--- src/rtl/simon_frame_sequencer_if.sv ---
// ---------------------------------------------------------------------------
// simon_frame_sequencer_if
// Handshake bundle between the chip pads and the Simon frame sequencer.
//
// Input stream (pads -> sequencer):
//   start     frame marker, qualifies beat 0 of a frame
//   in_valid  key/plaintext beat valid
//   in_ready  sequencer accepts a beat this cycle
//   key       KW-bit key beat, big-endian across the frame
//   Plaintxt  PW-bit plaintext beat, big-endian across the frame
// Output stream (sequencer -> pads):
//   out_valid cipher nibble valid
//   out_ready downstream accepts the nibble
//   cipher    PW-bit cipher nibble, most significant nibble first
//
// Modports: master = pad side / environment, slave = sequencer.
// ---------------------------------------------------------------------------
interface simon_frame_sequencer_if #(
    parameter int KW = 8,
    parameter int PW = 4
) ();
    logic          start;
    logic          in_valid;
    logic          in_ready;
    logic [KW-1:0] key;
    logic [PW-1:0] Plaintxt;
    logic          out_valid;
    logic          out_ready;
    logic [PW-1:0] cipher;

    modport master (
        output start, in_valid, key, Plaintxt, out_ready,
        input  in_ready, out_valid, cipher
    );

    modport slave (
        input  start, in_valid, key, Plaintxt, out_ready,
        output in_ready, out_valid, cipher
    );
endinterface

--- src/rtl/simon_frame_sequencer.sv ---
// ---------------------------------------------------------------------------
// simon_frame_sequencer
// Controller in front of the Simon 32/64 round datapath. Collects a frame of
// BEATS key bytes and plaintext nibbles, loads the round core, issues ROUNDS
// round enables, captures the ciphertext and streams it back out nibble by
// nibble, most significant first.
//
// Ports:
//   clk          system clock, rising edge
//   reset        asynchronous reset, active low (0 = reset)
//   bus          slave side of simon_frame_sequencer_if (input beats and
//                cipher output stream)
//   key_word     assembled key to the round core (KW*BEATS bits)
//   blk_word     assembled plaintext block to the round core (PW*BEATS bits)
//   core_load    one-cycle load strobe to the round core
//   core_rnd_en  round core advances one round
//   core_round   index of the round being executed
//   core_ct      ciphertext from the round core
//   done_final   one-cycle pulse when the last cipher nibble has been taken
//   busy         high in every state except LOAD
// ---------------------------------------------------------------------------
module simon_frame_sequencer #(
    parameter int KW     = 8,
    parameter int PW     = 4,
    parameter int BEATS  = 8,
    parameter int ROUNDS = 32,
    parameter int RW     = 5
) (
    input  logic                  clk,
    input  logic                  reset,
    simon_frame_sequencer_if.slave bus,
    output logic [KW*BEATS-1:0]   key_word,
    output logic [PW*BEATS-1:0]   blk_word,
    output logic                  core_load,
    output logic                  core_rnd_en,
    output logic [RW-1:0]         core_round,
    input  logic [PW*BEATS-1:0]   core_ct,
    output logic                  done_final,
    output logic                  busy
);

    localparam int KWW = KW * BEATS;
    localparam int BWW = PW * BEATS;
    localparam int CW  = (BEATS > 1) ? $clog2(BEATS) : 1;

    typedef enum logic [2:0] {
        LOAD,
        KICK,
        ROUND,
        CAPTURE,
        DRAIN
    } state_t;

    state_t          state;
    state_t          next_state;
    logic [CW-1:0]   beat_cnt;
    logic [RW-1:0]   round_cnt;
    logic [BWW-1:0]  shreg;

    logic            in_acc;
    logic            out_acc;
    logic            last_beat;
    logic            last_round;

    assign in_acc     = bus.in_valid && bus.in_ready;
    assign out_acc    = bus.out_valid && bus.out_ready;
    assign last_beat  = (beat_cnt == CW'(BEATS - 1));
    assign last_round = (round_cnt == RW'(ROUNDS - 1));

    // State register.
    always_ff @(posedge clk or negedge reset) begin
        if (!reset) begin
            state <= LOAD;
        end else begin
            state <= next_state;
        end
    end

    // Next-state logic. A start beat on the last slot restarts the frame
    // rather than completing it, so only a non-start beat can close a frame.
    always_comb begin
        next_state = state;
        unique case (state)
            LOAD:    if (in_acc && !bus.start && last_beat) next_state = KICK;
            KICK:    next_state = ROUND;
            ROUND:   if (last_round) next_state = CAPTURE;
            CAPTURE: next_state = DRAIN;
            DRAIN:   if (out_acc && last_beat) next_state = LOAD;
            default: next_state = LOAD;
        endcase
    end

    // Output decode. in_ready is gated by reset so that every output reads 0
    // while reset is held, even though the FSM already sits in LOAD.
    always_comb begin
        bus.in_ready  = (state == LOAD) && reset;
        bus.out_valid = (state == DRAIN);
        core_load     = (state == KICK);
        core_rnd_en   = (state == ROUND);
        busy          = (state != LOAD);
    end

    assign bus.cipher = shreg[BWW-1 -: PW];
    assign core_round = round_cnt;

    // Datapath. beat_cnt counts input beats in LOAD and is reused to count
    // drained nibbles in DRAIN; it is always back at 0 between those uses.
    // A start beat reloads the words from scratch so that no stale beat of
    // an abandoned frame survives in the low bits.
    always_ff @(posedge clk or negedge reset) begin
        if (!reset) begin
            key_word   <= '0;
            blk_word   <= '0;
            beat_cnt   <= '0;
            round_cnt  <= '0;
            shreg      <= '0;
            done_final <= 1'b0;
        end else begin
            done_final <= 1'b0;
            unique case (state)
                LOAD: begin
                    if (in_acc) begin
                        if (bus.start) begin
                            key_word <= KWW'(bus.key);
                            blk_word <= BWW'(bus.Plaintxt);
                            beat_cnt <= CW'(1);
                        end else if (beat_cnt != '0) begin
                            key_word <= {key_word[KWW-KW-1:0], bus.key};
                            blk_word <= {blk_word[BWW-PW-1:0], bus.Plaintxt};
                            beat_cnt <= last_beat ? '0 : beat_cnt + CW'(1);
                        end
                    end
                end
                ROUND: begin
                    round_cnt <= last_round ? '0 : round_cnt + RW'(1);
                end
                CAPTURE: begin
                    shreg <= core_ct;
                end
                DRAIN: begin
                    if (out_acc) begin
                        shreg    <= {shreg[BWW-PW-1:0], PW'(0)};
                        beat_cnt <= last_beat ? '0 : beat_cnt + CW'(1);
                        if (last_beat) begin
                            done_final <= 1'b1;
                        end
                    end
                end
                default: ;
            endcase
        end
    end

endmodule

--- src/flat_wrapper.sv ---
// flat-port wrapper written by rule: the top's interface ports become plain ports
module simon_frame_sequencer_flat 
#(
    parameter int KW     = 8,
    parameter int PW     = 4,
    parameter int BEATS  = 8,
    parameter int ROUNDS = 32,
    parameter int RW     = 5
)
  (clk, reset, key_word, blk_word, core_load, core_rnd_en, core_round, core_ct, done_final, busy, bus_start, bus_in_valid, bus_key, bus_Plaintxt, bus_out_ready, bus_in_ready, bus_out_valid, bus_cipher);
  simon_frame_sequencer_if #(.KW(KW), .PW(PW)) bus_i ();
  input  logic clk;
  input  logic reset;
  output logic [KW*BEATS-1:0] key_word;
  output logic [PW*BEATS-1:0] blk_word;
  output logic core_load;
  output logic core_rnd_en;
  output logic [RW-1:0] core_round;
  input  logic [PW*BEATS-1:0] core_ct;
  output logic done_final;
  output logic busy;
  input wire logic [$bits(bus_i.start)-1:0] bus_start;
  input wire logic [$bits(bus_i.in_valid)-1:0] bus_in_valid;
  input wire logic [$bits(bus_i.key)-1:0] bus_key;
  input wire logic [$bits(bus_i.Plaintxt)-1:0] bus_Plaintxt;
  input wire logic [$bits(bus_i.out_ready)-1:0] bus_out_ready;
  output wire logic [$bits(bus_i.in_ready)-1:0] bus_in_ready;
  output wire logic [$bits(bus_i.out_valid)-1:0] bus_out_valid;
  output wire logic [$bits(bus_i.cipher)-1:0] bus_cipher;
  assign bus_i.start = bus_start;
  assign bus_i.in_valid = bus_in_valid;
  assign bus_i.key = bus_key;
  assign bus_i.Plaintxt = bus_Plaintxt;
  assign bus_i.out_ready = bus_out_ready;
  assign bus_in_ready = bus_i.in_ready;
  assign bus_out_valid = bus_i.out_valid;
  assign bus_cipher = bus_i.cipher;
  simon_frame_sequencer #(.KW(KW), .PW(PW), .BEATS(BEATS), .ROUNDS(ROUNDS), .RW(RW)) u_core (.clk(clk), .reset(reset), .bus(bus_i), .key_word(key_word), .blk_word(blk_word), .core_load(core_load), .core_rnd_en(core_rnd_en), .core_round(core_round), .core_ct(core_ct), .done_final(done_final), .busy(busy));
endmodule
--- config.mk ---
export PLATFORM = sky130hd
export DESIGN_NAME = simon_frame_sequencer_flat
export DESIGN_NICKNAME = d
export VERILOG_FILES = /design/src/rtl/simon_frame_sequencer_if.sv /design/src/rtl/simon_frame_sequencer.sv /design/src/flat_wrapper.sv
export SDC_FILE = /design/constraint.sdc
export NUM_CORES = 1
export LEC_CHECK = 0
export ABC_AREA = 1
export ABC_CLOCK_PERIOD_IN_PS = 2650
export CAP_MARGIN = 30
export CORE_ASPECT_RATIO = 1.2
export CORE_MARGIN = 3
export CORE_UTILIZATION = 30
export DETAILED_ROUTE_END_ITERATION = 16
export PLACE_DENSITY_LB_ADDON = 0.2
export SLEW_MARGIN = 20
export SYNTH_ARGS = -nofsm -noshare
export SYNTH_HDL_FRONTEND = slang
export SYNTH_SLANG_ARGS = --single-unit
--- constraint.sdc ---
create_clock -name clk -period 2.65 [get_ports clk]
set_input_delay 0.3975 -clock clk [delete_from_list [all_inputs] [get_ports clk]]
set_output_delay 0.3975 -clock clk [all_outputs]
set_load 0.01 [all_outputs]
Word level (Yosys, flattened, before mapping) --
Cells that the tools add are included.
Cells by class: add/subtract/negate cells 2, multiply operators 0, divide/modulo/power cells 0, magnitude comparators 0, equal/unequal tests 12, shifts and indexed selects 0, multiplexer cells 20, bitwise gates (word level) 0, reduce and logical (&&, ||, !) cells 17
Operator list (count):
- 64-bit 2-to-1 mux | 2
- 32-bit 2-to-1 mux | 3
- 32-bit case mux with 2 select lines | 1
- 3-bit 2-to-1 mux | 8
- 3-bit case mux with 5 select lines | 1
- 3-bit by 2-bit == test with 1-bit output (second input constant) | 2
- 3-bit == test (second input constant) | 2
- 1-bit logical AND | 6
- 2-bit by 1-bit inequality test with 1-bit output (second input constant) | 3
- 3-bit case mux with 2 select lines | 1
- 3-bit AND reduction | 2
- 2-bit nonzero test | 3
- 3-bit nonzero test | 2
- 5-bit by 1-bit adder with 5-bit output (second input constant) | 1
- 5-bit == test (second input constant) | 1
- 5-bit 2-to-1 mux | 1
- 2-bit inequality test (second input constant) | 2
- 4-bit AND reduction | 1
- 3-bit by 1-bit adder with 3-bit output (second input constant) | 1
- 3-bit by 1-bit == test with 1-bit output (second input constant) | 1
- 3-bit zero test | 1
- 1-bit 2-to-1 mux | 3
- 3-bit inequality test (second input constant) | 1
- 2-bit AND reduction | 1
- 1-bit zero test | 1
Storage, ports and cells: bits in registers 140, latch bits 0, RAM bits 0, bits in read-only memories 0, memories kept 0

Logic depth before layout (Yosys ltp) --
depth after elaboration 7, gate-level depth with buffers 11, gate-level depth less buffers 9

Worst setup path after synthesis --
OpenSTA, ideal clock, no wires.
kind register -> register, start reg u_core.beat_cnt[0], end reg u_core.blk_word[2], setup time 0.065 ns, arrival time 1.370 ns, path slack 1.216 ns, cell stages (with the launch flop) 12, buffers on the path 2, clock period less this slack 1.434 ns, cell sequence dfrtp_1 -> inv_1 -> ha_1 -> inv_1 -> nor2_1 -> nand2_1 -> inv_2 -> nor2_4 -> buf_4 -> buf_2 -> nand2_1 -> nand2_1
On the way: cells in the longest elaborated chain, start to end 3
RTL lines:
- start: declaration | line simon_frame_sequencer.sv:56 | logic [CW-1:0] beat_cnt;
- start signal: assignment | line simon_frame_sequencer.sv:130 | beat_cnt <= last_beat ? '0 : beat_cnt + CW'(1);
- start signal: assignment | line simon_frame_sequencer.sv:143 | beat_cnt <= last_beat ? '0 : beat_cnt + CW'(1);
- 3-bit nonzero test | line simon_frame_sequencer.sv:127 | end else if (beat_cnt != '0) begin
- 2-bit nonzero test (no line)
- 3-bit AND reduction (no line)
- end signal: assignment | line simon_frame_sequencer.sv:125 | blk_word <= BWW'(bus.Plaintxt);
- end signal: assignment | line simon_frame_sequencer.sv:129 | blk_word <= {blk_word[BWW-PW-1:0], bus.Plaintxt};
- end: declaration | line simon_frame_sequencer.sv:33 | output logic [PW*BEATS-1:0] blk_word,
No other way between the ends. A chain may end at the register's enable or synchronous reset.

Final worst setup path --
start reg u_core.state[2], end out core_rnd_en
On the way: cells in the longest elaborated chain, start to end 1
RTL lines:
- start: declaration | line simon_frame_sequencer.sv:54 | state_t state;
- start signal: assignment | line simon_frame_sequencer.sv:75 | state <= next_state;
- 3-bit by 2-bit == test with 1-bit output | line simon_frame_sequencer.sv:99 | core_rnd_en = (state == ROUND);
- end: declaration | line flat_wrapper.sv:17 | output logic core_rnd_en;
No other way between the ends.

==> results.yml <==
yosys:
  ys_types: 26
  avgSynthCellArea_um2: 8.54
  synth_area_leaders: "dfrtp_1 (58%), nand2_1 (18%), nand3_1 (8.3%), o21ai_0 (2.7%), inv_1 (2.6%)"
  synth_top_area_cell: "dfrtp_1"
  synthCells: 707
  netlist_area_um2: 6040
  ys_ff_latch: 140
  yosysTopAreaCellShare_pct: 58.0
  yosys_warnings: 0
  synth_nets: 761
  yosysSeqAreaShare_pct: 58.0
critical_path:
  r2r_slack_ps: 900
  start_kind: "flop"
  crit_arrival_ps: 2000
  end_kind: "output pin"
  setup.worst_path.class: "reg2out"
  crit_start: "u_core.state[2]"
  crit_end: "core_rnd_en"
  timing.rr.start: "u_core.beat_cnt[0]"
  cp.required_ps: 2250
  r2r_end: "u_core.blk_word[17]"
  crit_fanout: 9
  r2r_cells: 10
timing:
  finalHoldViolCount: 0
  fin_skew_ps: 8.35
  max-slew-margin-rel_pct: 51.7
  setup_viol_count_final: 0
  max_freq_ghz: 0.417
  fin_tns_setup_ps: 0
  holdWs_ps: 381
  period_minus_slack_ps: 2400
  rsz0062_at_grt: "false"
  worstMarginPinSlew_ps: 725
  fin_crit_sh_pct: 90.6
  fin_ws_ps: 250
  slew_viol_final: 0
pwr:
  combPwrFrac_pct: 30.9
  vdd_drop_max_v: 0.000417
  power_density_nw_per_um2: 934
  switching_share_pct: 33.6
  pwr-share-seq_pct: 39.7
  power_switching_w: 0.00263
  cellInternalPower_w: 0.00519
  p_leak_nw: 4.15
  p_clk_share_pct: 29.4
grt:
  antenna_found_initial: 0
  grt_pass1_vias: 4848
  gr-total-overflow: 0
  grt_pass1_wl_um: 25500
  grt_max_degree: 131
  grtUsageTotal_pct: 14.6
cells_and_area:
  area_growth_pct: 38.6
  fin_nets: 900
  regArea_um2: 3500
  fillCellCount: 1992
  final_layout_size_suffix_gt1_share_pct: 5.70
  n_antenna_cell: 0
  multiInputGateArea_um2: 2110
hold_path:
  min_path_type: "in2async"
cts:
  postCtsSetupRepairBufs: 0
  cts.htree.levels: 4
  cts_buffers: 17
  cts_tree: "done"
  cts-root-buf: "clkbuf_16"
  cts.reportedPaths.clkPinSlew_ps: 60
  clock_latency_ps: 410
  cts.sinks: 140
  cts_resized: 0
  hold_buffers: 1
  cts_buffer_depth: 2
placement:
  port_buffers: 159
  place_congestion: 0.718
  dp_hpwl_um: 9660
  place_ws_ps: 629
floorplanning:
  fp.dieH_um: 161
  fp.dieW_um: 136
  start_util_pct: 30.7
  ios: 160
  die_area_um2: 21900
  core_area_um2: 19700
  row_count: 56
routing:
  wl_um: 15600
  drc: 0
  avgViaCountPerCell: 4.45
  antenna_left: 0
  first_pass_iters: 6
  wire_per_inst_um: 14.0
  via_count: 4980
  dr.first_iter.drc_count: 346
flow_run:
  cap_violations: 0
status:
  status: "finished, final reports clean"
-- logic make-up (layout without fill, tap and decap cells) --
family / Yosys count / after routing / share of synthesized area, %
AO/OA/AOI/OAI: 66 / 66 / 5.66
adder cells (fa/ha/maj): 5 / 5 / 1.04
buffers and inverters: 92 / 244 / 7.13
flip-flops: 140 / 140 / 58.0
AND/OR/NAND/NOR: 404 / 404 / 28.2
-- flip-flops by register name, summed over array words and instances, names as in the netlist --
signal,flops
u_core.beat_cnt,3
u_core.core_round,5
u_core.done_final,1
u_core.state,3
u_core.shreg,32
u_core.key_word,64
u_core.blk_word,32
-- worst max-delay path, cell delays in order, from the launching register on --
cell and delay (ps):
dfrtp_1 390, inv_1 160, nand3_1 260, inv_1 220, clkdlybuf4s50_1 560
-- power groups by stage --
stage | registers, W | logic [W] | clock network [W]
final | 0.00311 | 0.00242 | 0.00230
after global routing | 0.00320 | 0.00273 | 0.00245
after CTS | 0.00312 | 0.00247 | 0.00238
after detailed placement | 0.00315 | 0.00246 | 0
after global placement | 0.00315 | 0.00243 | 0
after floorplan | 0.00320 | 0.00124 | 0
-- stage by stage --
stage	power [W]	utilization [%]	area (um^2)	cells
4_1_cts	0.00797	42.5	8370	1120
2_1_floorplan	0.00444	-	6040	707
6_report	0.00782	42.5	8370	1120
5_1_grt	0.00838	42.5	8370	1120
3_3_place_gp	0.00558	39.6	7790	1087
3_5_place_dp	0.00561	39.6	7790	1087
-- cells in the final DEF (no fill, tap or decap), types with 2 or more instances in the layout --
| cell type | Yosys | routed |
|---|---|---|
| inv_2 | 3 | 3 |
| ha_1 | 5 | 5 |
| clkinvlp_4 | 0 | 3 |
| clkdlybuf4s50_1 | 0 | 158 |
| inv_6 | 0 | 3 |
| buf_4 | 11 | 3 |
| nor2_4 | 2 | 2 |
| nor3_1 | 3 | 3 |
| clkinv_2 | 0 | 3 |
| o21ai_0 | 32 | 32 |
| clkbuf_8 | 0 | 2 |
| clkbuf_16 | 0 | 17 |
| dfrtp_1 | 140 | 140 |
| inv_1 | 42 | 42 |
| nand3_1 | 100 | 100 |
| nor2_1 | 11 | 11 |
| clkinv_4 | 0 | 2 |
| nand2_1 | 283 | 283 |
| buf_12 | 0 | 3 |
| o21ai_1 | 28 | 28 |
| a21boi_0 | 2 | 2 |
-- routing by layer --
layer  vias up  share of wire, %  GRT usage (%)
li1       2522                 -              -
met1      2334                46           19.7
met2       114                49           23.3
met3        10               4.3           3.40
met4         0               1.0           4.40
met5         -                 0              0
-- final cells by class --
class | count | share of cell area [%]
inverter | 46 | 2.09
tap | 261 | 3.90
clock inverter | 12 | 1.33
multi-input combinational | 475 | 25.2
clock buffer | 20 | 5.46
timing repair buffer | 166 | 20.1
sequential | 140 | 41.8
-- Yosys cell counts --
cell type / n
inv_1: 42
o22ai_1: 1
buf_4: 11
dfrtp_1: 140
o21ai_1: 28
inv_2: 3
nand4_2: 1
o31ai_1: 1
nand3_1: 100
buf_2: 15
nand2_1: 283
nor2_4: 2
a21boi_0: 2
nand2_8: 1
nand2_2: 1
clkbuf_1: 17
ha_1: 5
o21ai_0: 32
nand2_4: 1
nor3_1: 3
a21oi_1: 1
nor2_1: 11
buf_6: 3
nand3_2: 1
o21a_1: 1
inv_4: 1
-- worst min-delay path by stage --
| stage | start | endpoint | slack [ps] | cells past startpoint |
|---|---|---|---|---|
| final | reset | u_core.core_round[2] | 380 | 2 |
| after global routing | reset | u_core.core_round[2] | 380 | 2 |
| after CTS | reset | u_core.core_round[2] | 360 | 2 |
| after detailed placement | reset | u_core.core_round[2] | 240 | 1 |
| after global placement | reset | u_core.core_round[2] | 240 | 1 |
| after floorplan | reset | u_core.beat_cnt[0] | 100 | 0 |
No activity file was read; power rests on OpenSTA's default activity.
